$ cat src/rtl/coin_pkg.sv
// Shared coin codes and coin-acceptor state encoding.
// The coin codes also drive the vending FSM's bani input.
package coin_pkg;

    typedef enum logic [1:0] {
        M0  = 2'b00,
        M5  = 2'b01,
        B10 = 2'b10,
        B50 = 2'b11
    } coin_e;

    typedef enum logic [2:0] {
        StArm,
        StIdle,
        StMeasure,
        StHold,
        StDiscard,
        StJam
    } acc_state_e;

endpackage

$ cat src/rtl/sync_2ff.sv
// Generic two-flop synchronizer for a single asynchronous input line.
// The asynchronous active-high reset clears both flops to 0.
module sync_2ff (
    input  logic clk_i,
    input  logic rst_i,
    input  logic d_i,
    output logic q_o
);

    logic [1:0] ff_q;

    always_ff @(posedge clk_i or posedge rst_i) begin
        if (rst_i) begin
            ff_q <= 2'b00;
        end else begin
            ff_q <= {ff_q[0], d_i};
        end
    end

    assign q_o = ff_q[1];

endmodule

$ cat src/rtl/coin_acceptor.sv
// Coin sensor front end: measures synchronized pulse widths and emits one-cycle coin codes.
// Rejects out-of-window pulses, flags a jammed sensor and enforces a hold-off between codes.
module coin_acceptor
    import coin_pkg::*;
#(
    parameter int unsigned CNT_W   = 8,
    parameter int unsigned W5_MIN  = 3,
    parameter int unsigned W5_MAX  = 5,
    parameter int unsigned W10_MIN = 7,
    parameter int unsigned W10_MAX = 9,
    parameter int unsigned W50_MIN = 12,
    parameter int unsigned W50_MAX = 15,
    parameter int unsigned JAM_LIM = 40,
    parameter int unsigned GAP     = 4
) (
    input  logic       clk,
    input  logic       reset,
    input  logic       sensor,
    output logic [1:0] bani,
    output logic       reject,
    output logic       jam,
    output logic       busy
);

    if (!(W5_MIN >= 1 && W5_MIN <= W5_MAX && W5_MAX < W10_MIN && W10_MIN <= W10_MAX &&
          W10_MAX < W50_MIN && W50_MIN <= W50_MAX && W50_MAX < JAM_LIM &&
          JAM_LIM < (2 ** CNT_W) && GAP >= 1 && GAP < (2 ** CNT_W))) begin : g_param_check
        $error("coin_acceptor: windows, JAM_LIM, GAP or CNT_W are inconsistent");
    end

    localparam logic [CNT_W-1:0] CntOne  = CNT_W'(1);
    localparam logic [CNT_W-1:0] ArmFill = CNT_W'(2);
    localparam logic [CNT_W-1:0] GapLd   = CNT_W'(GAP);
    localparam logic [CNT_W-1:0] JamLim  = CNT_W'(JAM_LIM);
    localparam logic [CNT_W-1:0] W5Lo    = CNT_W'(W5_MIN);
    localparam logic [CNT_W-1:0] W5Hi    = CNT_W'(W5_MAX);
    localparam logic [CNT_W-1:0] W10Lo   = CNT_W'(W10_MIN);
    localparam logic [CNT_W-1:0] W10Hi   = CNT_W'(W10_MAX);
    localparam logic [CNT_W-1:0] W50Lo   = CNT_W'(W50_MIN);
    localparam logic [CNT_W-1:0] W50Hi   = CNT_W'(W50_MAX);

    function automatic coin_e classify(input logic [CNT_W-1:0] width);
        if (width >= W5Lo && width <= W5Hi) begin
            return M5;
        end else if (width >= W10Lo && width <= W10Hi) begin
            return B10;
        end else if (width >= W50Lo && width <= W50Hi) begin
            return B50;
        end
        return M0;
    endfunction

    logic             sensor_s;
    acc_state_e       state_q, state_d;
    logic [CNT_W-1:0] cnt_q, cnt_d;
    coin_e            bani_q, bani_d;
    logic             reject_q, reject_d;
    logic             jam_q, jam_d;
    logic             busy_q, busy_d;
    coin_e            code;

    sync_2ff u_sensor_sync (
        .clk_i (clk),
        .rst_i (reset),
        .d_i   (sensor),
        .q_o   (sensor_s)
    );

    assign code = classify(cnt_q);

    // cnt_q is shared: fill delay in ARM, width in MEASURE, countdown in HOLD.
    always_comb begin
        state_d  = state_q;
        cnt_d    = cnt_q;
        bani_d   = M0;
        reject_d = 1'b0;
        jam_d    = jam_q;
        unique case (state_q)
            StArm: begin
                if (cnt_q < ArmFill) begin
                    cnt_d = cnt_q + CntOne;
                end else if (!sensor_s) begin
                    cnt_d   = '0;
                    state_d = StIdle;
                end
            end
            StIdle: begin
                if (sensor_s) begin
                    cnt_d   = CntOne;
                    state_d = StMeasure;
                end
            end
            StMeasure: begin
                if (sensor_s) begin
                    if (cnt_q != '1) begin
                        cnt_d = cnt_q + CntOne;
                    end
                    if (cnt_d == JamLim) begin
                        jam_d   = 1'b1;
                        state_d = StJam;
                    end
                end else begin
                    bani_d   = code;
                    reject_d = (code == M0);
                    cnt_d    = GapLd;
                    state_d  = StHold;
                end
            end
            StHold: begin
                if (sensor_s) begin
                    state_d = StDiscard;
                end else if (cnt_q <= CntOne) begin
                    cnt_d   = '0;
                    state_d = StIdle;
                end else begin
                    cnt_d = cnt_q - CntOne;
                end
            end
            StDiscard: begin
                if (!sensor_s) begin
                    reject_d = 1'b1;
                    cnt_d    = GapLd;
                    state_d  = StHold;
                end
            end
            StJam: begin
                if (!sensor_s) begin
                    jam_d    = 1'b0;
                    reject_d = 1'b1;
                    cnt_d    = GapLd;
                    state_d  = StHold;
                end
            end
            default: begin
                cnt_d   = '0;
                state_d = StArm;
            end
        endcase
        busy_d = (state_d != StIdle);
    end

    always_ff @(posedge clk or posedge reset) begin
        if (reset) begin
            state_q  <= StArm;
            cnt_q    <= '0;
            bani_q   <= M0;
            reject_q <= 1'b0;
            jam_q    <= 1'b0;
            busy_q   <= 1'b0;
        end else begin
            state_q  <= state_d;
            cnt_q    <= cnt_d;
            bani_q   <= bani_d;
            reject_q <= reject_d;
            jam_q    <= jam_d;
            busy_q   <= busy_d;
        end
    end

    assign bani   = bani_q;
    assign reject = reject_q;
    assign jam    = jam_q;
    assign busy   = busy_q;

endmodule
$ cat config.mk
export PLATFORM = sky130hd
export DESIGN_NAME = coin_acceptor
export DESIGN_NICKNAME = d
export VERILOG_FILES = /design/src/rtl/coin_pkg.sv /design/src/rtl/sync_2ff.sv /design/src/rtl/coin_acceptor.sv
export SDC_FILE = /design/constraint.sdc
export NUM_CORES = 1
export LEC_CHECK = 0
export ABC_AREA = 1
export BUFFER_PORTS_ARGS = -buffer_cell sky130_fd_sc_hd__buf_4
export CAP_MARGIN = 20
export CORE_MARGIN = 2
export CORE_UTILIZATION = 54
export DETAILED_ROUTE_END_ITERATION = 8
export PLACE_DENSITY = 0.81
export SLEW_MARGIN = 20
export SYNTH_ARGS = -nofsm -noshare
export SYNTH_HDL_FRONTEND = slang
export SYNTH_SLANG_ARGS = --single-unit
$ cat constraint.sdc
create_clock -name clk -period 2.53 [get_ports clk]
set_clock_uncertainty 0.2 [all_clocks]
set_input_delay 0.253 -clock clk [delete_from_list [all_inputs] [get_ports clk]]
set_output_delay 0.253 -clock clk [all_outputs]
set_load 0.1 [all_outputs]
==> results.yml, run 1 <==
outcome:
  status: "finished, final reports clean"
worst_setup_path:
  worstSetupEndpointType: "flop"
  cp.arrival_ns: 2.34
  critical_path.startpoint_type: "flop"
  critPathRequiredTime_ns: 2.53
  cp_max_fo: 6
  crit_type: "flop to flop"
floorplan:
  io_pins: 8
  die_y_um: 53.56
  die_area_sq_um: 2869
  die_x_um: 53.56
  core_sq_um: 2276
  row_count: 17
  start_util: 0.5827
route:
  wl_per_cell_um: 13.78
  vias: 1370
  drt-vias-per-instance: 5.855
  wl_um: 3224
  remaining_drc_errors: 0
  ant_nets: 0
  first_iter_violations: 108
  drt-pass1-iter-count: 4
power:
  power_density_nw_per_um2: 1241
  leakage_nw: 0.6935
  switching_share: 0.5569
  p_seq_frac: 0.284
  p_int_mw: 0.7916
  power_frac_clock: 0.103
  vdd_ir_drop_max_mv: 0.7511
  p_sw_mw: 0.9949
  combPwrFrac: 0.613
timing:
  relSlewSlack: 0.5507
  hold_viol: 0
  post-route-period-util: 0.9253
  setup_viol: 0
  worst_pin_slew_ns: 0.6732
  setup_tns_ns: 0
  slew_violations: 0
  fmax_mhz: 427.2
  fin_crit_ns: 2.341
  rsz0062_at_grt: "no"
synth:
  synth.area.top_cells: "dfrtp_1 (34%), nand2_1 (16%), o21ai_0 (6.8%)"
  synthFlopType: "dfrtp_1"
  synth_fp_nets: 202
  synthTopCellsByCount: "nand2_1 (55), inv_1 (22), dfrtp_1 (18), nor2_1 (18), o21ai_0 (18)"
  yosysTopAreaCell: "dfrtp_1"
  ys_seq_area_frac: 0.3396
  synth_most_common_cell: "nand2_1"
  syn_inst: 196
  synth_area_per_cell_sq_um: 6.767
  async_flop_share: 1.000
  netlist.area_leader.share: 0.3396
  netlist-cell-type-count: 29
  ys_ff_latch: 18
  yosys_warnings: 0
  synth-edff-count: 0
  netlist_area_sq_um: 1326
grt:
  overflow: 0
  grt_max_degree: 19
  grt_pass1_vias: 1260
  grt_use_total: 0.2675
  grt_pass1_wl_um: 5589
  antenna_found_initial: 0
final_layout:
  antenna_cells: 0
  fin_util: 0.6328
  nets: 213
  layout-drive-gt1-share: 0.1311
  area_delta_synth_final_pct: 8.585
placement:
  portBuffers: 7
  gp_congestion: 1.026
  hpwl_um: 2413
clock_tree:
  cts_tree: "yes"
  cts-root-buf: "clkbuf_4"
  clock_tree.buffer_depth: 2
  cts_inserted_buffers: 3
  cts_hold_buf: 2
  post_cts_buffers: 0
  cts_resized: 0
  cts_max_level: 1
  clk_pin_slew_ns: 0.11
  cts.sinks: 18
  clock_latency_ns: 0.31
hold_path:
  min_path_type: "flop to flop"
flow_run:
  drv_cap: 0
==> sequential cells by signal, indices dropped and copies added, names as in the netlist <==
register            cells
busy                    1
u_sensor_sync.ff_q      2
cnt_q                   8
reject                  1
state_q                 3
jam                     1
bani                    2
==> final timing paths <==
path	startpoint	endpoint	slack, ns	depth (start not counted)
max	cnt_q[0]$_DFFE_PP0P_	busy$_DFF_PP0_	0.19	13
min	u_sensor_sync.ff_q[0]$_DFF_PP0_	u_sensor_sync.ff_q[1]$_DFF_PP0_	0.16	0
max reg2reg	cnt_q[0]$_DFFE_PP0P_	busy$_DFF_PP0_	0.19	13
min reg2reg	u_sensor_sync.ff_q[0]$_DFF_PP0_	u_sensor_sync.ff_q[1]$_DFF_PP0_	0.16	0
max in group asynchronous	reset	jam$_DFFE_PP0P_	1.31	3
min in group asynchronous	reset	cnt_q[6]$_DFFE_PP0P_	0.39	3
==> kinds of logic after synthesis <==
kind of cell    count (synthesis)  share of synthesized area
flops                          18                     0.3396
fa+ha+maj                       3                    0.02830
compound gates                 41                     0.1717
buf+inv                        29                    0.09622
xor+xnor                        4                    0.02641
mux                             1                   0.007547
simple gates                  100                     0.3302
==> power by group through the flow <==
stage	clock (mW)	combinational, mW	sequential, mW
after floorplan	0	0.814	0.565
after global placement	0	1.04	0.505
after detailed placement	0	1.06	0.513
after CTS	0.186	1.07	0.506
after global routing	0.198	1.23	0.526
final	0.185	1.09	0.507
==> layer usage <==
metal	GRT usage	share of wire	vias up	wire (um)
met2	0.4342	0.45	91	1444
met1	0.3515	0.42	611	1361
li1	-	-	655	-
met5	0	0	-	0
met3	0.04722	0.099	13	320
met4	0.1111	0.030	0	98
==> critical path, stage by stage, from the launching register on <==
cell and delay (ns):
dfrtp_1 0.49, ha_1 0.31, inv_1 0.12, nor2_2 0.07
nand2_2 0.12, clkinv_1 0.15, nor2_1 0.16, nand3_1 0.11
nor2_2 0.14, nand2_1 0.09, nand2_1 0.08, nand2_2 0.06
nor2_1 0.08, nand2_1 0.06
==> metrics by stage <==
step                      setup slack, ns  hold slack, ns  instance area (sq um)  power, mW  instances
after floorplan                    0.5833       -0.008429                   1326      1.379        196
after global placement             0.2958          0.1413                   1384      1.545        228
after detailed placement           0.2571          0.1411                   1384      1.571        228
after CTS                          0.1998          0.1657                   1440      1.762        234
after global routing              0.03681          0.1710                   1440      1.956        234
final                              0.1891          0.1611                   1440      1.787        234
==> placed cells by master, fill, tap and decap left out, drive strengths merged, types with 2 or more instances in the layout <==
cell         count
o22ai            2
nand2           58
nor3             2
ha               3
dlygate4sd3      2
xor2             4
a31oi            2
buf              7
inv             25
o21ai           26
clkbuf           4
a21oi            7
dfrtp           18
nor2            24
nand3           12
nand4            3
==> area by class of cell <==
type | instances | area (sq um)
multi-input cells | 149 | 748.2
fillers | 205 | 835.8
inverters | 26 | 97.59
flip-flops and latches | 18 | 450.4
clock buffers | 4 | 36.28
repair buffers | 9 | 72.57
well taps | 28 | 35.03
No activity file was read; power rests on OpenSTA's default activity.
==> inputs of run 2 (changes only) <==
--- a/config.mk
+++ b/config.mk
@@ -5,13 +5,15 @@
 export SDC_FILE = /design/constraint.sdc
 export NUM_CORES = 1
 export LEC_CHECK = 0
-export ABC_AREA = 1
+export ABC_AREA = 0
 export BUFFER_PORTS_ARGS = -buffer_cell sky130_fd_sc_hd__buf_4
 export CAP_MARGIN = 20
+export CELL_PAD_IN_SITES_DETAIL_PLACEMENT = 1
+export CELL_PAD_IN_SITES_GLOBAL_PLACEMENT = 1
 export CORE_MARGIN = 2
-export CORE_UTILIZATION = 54
+export CORE_UTILIZATION = 45
 export DETAILED_ROUTE_END_ITERATION = 8
-export PLACE_DENSITY = 0.81
+export PLACE_DENSITY = 0.88
 export SLEW_MARGIN = 20
 export SYNTH_ARGS = -nofsm -noshare
 export SYNTH_HDL_FRONTEND = slang
==> run 2 against run 1 <==
Global-route usage up 0.89 points; non-clock buffer count up 14; combinational power up 29%; sequential share of layout area down 3.6 points; critical endpoint is now jam$_DFFE_PP0P_; first-iteration DRC count down 26%; fmax down 2.7%; clock-buffer cell count unchanged; clock power about the same.
==> results.yml, run 2 <==
clock_tree:
  cts_tree: "yes"
  cts_inserted_buffers: 3
  clock_tree.buffer_depth: 2
  clk_pin_slew_ns: 0.12
  cts-root-buf: "clkbuf_4"
  cts_max_level: 1
  cts.sinks: 18
  clock_latency_ns: 0.31
route:
  wl_per_cell_um: 18.48
  drt-pass1-iter-count: 4
  ant_nets: 0
  vias: 1491
  remaining_drc_errors: 0
  drt-vias-per-instance: 6.238
  wl_um: 4417
  first_iter_violations: 80
grt:
  overflow: 0
  grt_pass1_vias: 1524
  use_met2: 0.4845
  gr-usage-met1: 0.3460
  grt_use_total: 0.2765
  grt.busiest_layer: "met2"
  grt_pass1_wl_um: 7541
  grt_max_degree: 19
  grt_use_met3: 0.04478
  antenna_found_initial: 0
synth:
  yosys_warnings: 0
  netlist.area_leader.share: 0.3139
  yosysTopAreaCell: "dfrtp_1"
  synthFlopType: "dfrtp_1"
  syn_inst: 183
  synth.area.top_cells: "dfrtp_1 (31%), a21oi_1 (6.6%), o21ai_0 (5.6%)"
  synthTopCellsByCount: "a21oi_1 (19), dfrtp_1 (18), nor2_1 (17)"
  synth_area_per_cell_sq_um: 7.842
  netlist-cell-type-count: 48
  async_flop_share: 1.000
  synth-edff-count: 0
  synth_fp_nets: 189
  ys_ff_latch: 18
  ys_seq_area_frac: 0.3139
  netlist_area_sq_um: 1435
  synth_most_common_cell: "a21oi_1"
floorplan:
  row_count: 20
  die_y_um: 60.47
  die_area_sq_um: 3657
  start_util: 0.4701
  die_x_um: 60.47
  core_sq_um: 3053
  io_pins: 8
placement:
  gp_congestion: 0.8938
  dp.cells: 232
  hpwl_um: 3326
  portBuffers: 7
timing:
  slew_violations: 0
  fmax_mhz: 415.6
  worst_pin_slew_ns: 0.8544
  relSlewSlack: 0.4287
  hold_viol: 0
  setup_tns_ns: 0
  timing.hold.ws_ns: 0.1589
  fin_crit_ns: 2.406
  post-route-period-util: 0.9510
  setup_viol: 0
worst_setup_path:
  slowest_delay_ns: 0.48
  cp.arrival_ns: 2.46
  cp_max_fo: 8
  critPathRequiredTime_ns: 2.58
  crit_slowest_cell: "dfrtp_2"
  worstSetupEndpointType: "flop"
  critical_path.startpoint_type: "flop"
  path_cells: "ha_1, xor2_1, or3_1, a211oi_1, and3_1, a31o_2"
  crit_type: "flop to flop"
final_layout:
  mostFrequentLayoutCell: "buf_4"
  regMostFlops: "cnt_q"
  reg.largest.list: "cnt_q x8, state_q x3"
  antenna_cells: 0
  final_cell_mix: "buf_4 (21), a21oi_1 (19), nor2_1 (17)"
  layout-drive-gt1-share: 0.1795
  area_delta_synth_final_pct: 14.12
  fin_cells: 239
  nets: 202
  largest_register_ffs: 8
power:
  vdd_ir_drop_max_mv: 0.5166
  p_total_mw: 2.128
  leakage_nw: 0.6746
  power_density_nw_per_um2: 1300
outcome:
  status: "finished, final reports clean"
flow_run:
  drv_cap: 0
hold_path:
  min_path_type: "flop to flop"
[run 2: changes by cell type in the layout (fill, tap and decap cells not counted), sizes merged, moves of 4 or more]
cell	change
a21oi	+12
buf	+14
inv	-16
nand2	-46
nand2b	+4
nand3	-9
nor2	-7
nor3	+6
o21ai	-10
[run 2: kinds of logic (layout without fill, tap and decap cells)]
logic type | count (synthesis) | in the layout | share of synthesized area
multiplexers | 2 | 2 | 0.01395
flip-flops | 18 | 18 | 0.3139
AND/OR/NAND/NOR | 70 | 70 | 0.2650
AO/OA/AOI/OAI | 62 | 62 | 0.2807
adder cells (fa/ha/maj) | 3 | 3 | 0.02616
buffers and inverters | 24 | 36 | 0.07584
XOR/XNOR | 4 | 4 | 0.02442
[run 2: stage by stage]
stage / instance area, sq um / utilization / setup slack [ns]
2_1_floorplan: 1435 / - / 0.1392
3_3_place_gp: 1565 / 0.5127 / 0.1365
3_5_place_dp: 1565 / 0.5127 / -0.05518
4_1_cts: 1628 / 0.5332 / 0.04231
5_1_grt: 1638 / 0.5365 / -0.001863
6_report: 1638 / 0.5365 / 0.1240
[run 2: worst paths after layout]
kind                       cells past startpoint  slack, ns                              end                            start
max in group asynchronous                      3       1.22             cnt_q[0]$_DFFE_PP0P_                            reset
min reg2reg                                    0       0.16  u_sensor_sync.ff_q[1]$_DFF_PP0_  u_sensor_sync.ff_q[0]$_DFF_PP0_
min in group asynchronous                      3       0.41                   busy$_DFF_PP0_                            reset
max                                            6       0.12                  jam$_DFFE_PP0P_             cnt_q[0]$_DFFE_PP0P_
max reg2reg                                    6       0.12                  jam$_DFFE_PP0P_             cnt_q[0]$_DFFE_PP0P_
min                                            0       0.16  u_sensor_sync.ff_q[1]$_DFF_PP0_  u_sensor_sync.ff_q[0]$_DFF_PP0_
[run 2: critical path, delay by kind of cell, from the launching register on]
kind,cells,cell delay (ns)
simple gates,2,0.61
flops,1,0.48
fa+ha+maj,1,0.32
xor+xnor,1,0.17
compound gates,2,0.55
[run 2: what timing repair did]
action,CTS,global route
pin swaps,0,0
gates resized for setup,1,2
buffers inserted,0,1
hold endpoints to repair,19,0
hold buffers,2,0
setup endpoints to repair,2,7
[run 2: power by group]
part / internal [mW] / switching (mW)
clock: 0.0880 / 0.100
sequential: 0.373 / 0.158
combinational: 0.539 / 0.870
total: 1.00 / 1.13
[run 2: area by class of cell]
class / count / area [sq um]
flip-flops and latches: 18 / 452.9
fillers: 400 / 1415
inverters: 9 / 33.78
clock buffers: 4 / 36.28
repair buffers: 23 / 177.7
multi-input cells: 141 / 882.1
well taps: 44 / 55.05
[run 2: metal layers]
metal	share of wire	routed length (um)
met5	0	0
met4	0.021	93
met3	0.035	154
met2	0.51	2247
met1	0.44	1922
==> inputs of run 3 (changes only) <==
--- a/config.mk
+++ b/config.mk
@@ -11,9 +11,10 @@
 export CELL_PAD_IN_SITES_DETAIL_PLACEMENT = 1
 export CELL_PAD_IN_SITES_GLOBAL_PLACEMENT = 1
 export CORE_MARGIN = 2
-export CORE_UTILIZATION = 45
+export CORE_UTILIZATION = 35
 export DETAILED_ROUTE_END_ITERATION = 8
-export PLACE_DENSITY = 0.88
+export GPL_TIMING_DRIVEN = 1
+export PLACE_DENSITY = 0.73
 export SLEW_MARGIN = 20
 export SYNTH_ARGS = -nofsm -noshare
 export SYNTH_HDL_FRONTEND = slang
==> constraint.sdc (replaced) <==
create_clock -name clk -period 2.9 [get_ports clk]
set_clock_uncertainty 0.2 [all_clocks]
set_input_delay 0.29 -clock clk [delete_from_list [all_inputs] [get_ports clk]]
set_output_delay 0.29 -clock clk [all_outputs]
set_load 0.1 [all_outputs]
==> run 3 against run 2 <==
First-iteration DRC count increased by 57%; via count is 1.2% lower; critical path type unchanged; fmax shrank 10%; largest cell class unchanged; sequential share of layout area is 0.45 points higher; power shrank 13%; setup slack gained 0.088 ns.
==> results.yml, run 3 (same netlist as run 2, synthesis figures left out) <==
outcome:
  status: "finished, final reports clean"
placement:
  gp_congestion: 0.7926
  pre_cts_slack_ns: 0.2299
  placed_area_sq_um: 1528
  hpwl_um: 3107
  portBuffers: 7
  dp.cells: 232
timing:
  setup_viol: 0
  setup_tns_ns: 0
  fmax_mhz: 372.0
  worst_slack_ns: 0.2120
  rsz0062_at_grt: "no"
  slew_violations: 0
  worst_pin_slew_ns: 0.8826
  fin_crit_ns: 2.688
  post-route-period-util: 0.9269
  hold_viol: 0
  relSlewSlack: 0.4107
clock_tree:
  clock_latency_ns: 0.25
  cts_tree: "yes"
  post_cts_buffers: 0
  cts.sinks: 18
  cts_max_level: 1
  clk_pin_slew_ns: 0.08
  cts_inserted_buffers: 3
  clock_tree.buffer_depth: 2
  cts-root-buf: "clkbuf_8"
route:
  drt-vias-per-instance: 6.189
  first_iter_violations: 126
  dr.max_layer_used: "met4"
  met1_length_um: 2000
  remaining_drc_errors: 0
  wl_um: 4409
  dr_wl_met2_um: 2186
  ant_nets: 0
  drt-pass1-iter-count: 4
  wl_per_cell_um: 18.53
  wl_met3_um: 135
  vias: 1473
power:
  leakage_nw: 0.6499
  vdd_ir_drop_max_mv: 0.3049
  power_density_nw_per_um2: 1154
grt:
  overflow: 0
  grt_max_degree: 19
  antenna_found_initial: 0
  grt_pass1_wl_um: 7507
  grt_use_total: 0.2126
  grt_pass1_vias: 1511
worst_setup_path:
  worstSetupEndpointType: "flop"
  cp_max_fo: 12
  cp.arrival_ns: 2.67
  critical_path.startpoint_type: "flop"
  critPathRequiredTime_ns: 2.88
  crit_type: "flop to flop"
final_layout:
  mostFrequentLayoutCell: "a21oi_1"
  reg.largest.list: "cnt_q x8, state_q x3"
  n_fill_cell: 480
  largest_register_ffs: 8
  fin_cells: 238
  layout-drive-gt1-share: 0.1330
  regMostFlops: "cnt_q"
  final_cell_mix: "a21oi_1 (19), dfrtp_1 (18), nor2_1 (17)"
  fin_area_sq_um: 1603
  nets: 195
  area_delta_synth_final_pct: 11.68
  fin_util: 0.4036
  antenna_cells: 0
floorplan:
  io_pins: 8
  die_x_um: 68.04
  row_count: 23
  die_y_um: 68.04
  start_util: 0.3614
  core_sq_um: 3971
  die_area_sq_um: 4629
flow_run:
  drv_cap: 0
hold_path:
  min_path_type: "flop to flop"
run 3: cell types whose count changed in the layout (fill, tap and decap cells not counted):
cell      delta
dfrtp_2      -2
nor4_2       -1
clkbuf_8     +3
clkbuf_4     -3
dfrtp_1      +2
nor4_1       +1
buf_4        -7
run 3: worst max-delay path, cell delays in order, from the launching register on:
cell and delay, ns:
dfrtp_1 0.53, inv_1 0.11, ha_1 0.26, or2_2 0.36, a31o_2 0.36, nor4_1 0.38
o2bb2a_1 0.27, o21ai_0 0.13
run 3: layer usage:
layer,track usage,vias to the layer above
met2,0.3617,35
met5,0,-
met1,0.2723,746
met4,0.07750,0
met3,0.02961,10
li1,-,682
run 3: timing repair:
action,4_1_cts,5_1_grt
gates resized for setup,0,0
hold buffers,2,0
hold endpoints to repair,19,0
run 3: cell type report:
cell class / instances / area [sq um] / area share
well taps: 50 / 62.56 / 0.03903
multi-input cells: 141 / 875.8 / 0.5464
inverters: 9 / 33.78 / 0.02108
repair buffers: 16 / 125.1 / 0.07806
flip-flops and latches: 18 / 450.4 / 0.2810
clock buffers: 4 / 55.05 / 0.03435
run 3: path summary, 6_finish.rpt:
path | start | endpoint | slack (ns) | cells past startpoint
worst min-delay path | u_sensor_sync.ff_q[0]$_DFF_PP0_ | u_sensor_sync.ff_q[1]$_DFF_PP0_ | 0.15 | 0
worst min register to register | u_sensor_sync.ff_q[0]$_DFF_PP0_ | u_sensor_sync.ff_q[1]$_DFF_PP0_ | 0.15 | 0
worst max register to register | cnt_q[1]$_DFFE_PP0P_ | cnt_q[7]$_DFFE_PP0P_ | 0.21 | 7
min in group asynchronous | reset | bani[1]$_DFF_PP0_ | 0.50 | 3
max in group asynchronous | reset | cnt_q[6]$_DFFE_PP0P_ | 1.55 | 3
worst max-delay path | cnt_q[1]$_DFFE_PP0P_ | cnt_q[7]$_DFFE_PP0P_ | 0.21 | 7
run 3: power breakdown:
part	switching, mW	leakage [nW]	total (mW)	internal, mW
Combinational	0.749	0.388	1.17	0.423
Sequential	0.142	0.233	0.465	0.323
Clock	0.0926	0.0288	0.213	0.121
Total	0.983	0.650	1.85	0.867
run 3: stage by stage:
| step | hold WS [ns] | power, mW |
|---|---|---|
| 2_1_floorplan | 0.02857 | 1.285 |
| 3_3_place_gp | 0.1327 | 1.576 |
| 3_5_place_dp | 0.1373 | 1.610 |
| 4_1_cts | 0.1547 | 1.842 |
| 5_1_grt | 0.1712 | 1.992 |
| 6_report | 0.1519 | 1.850 |
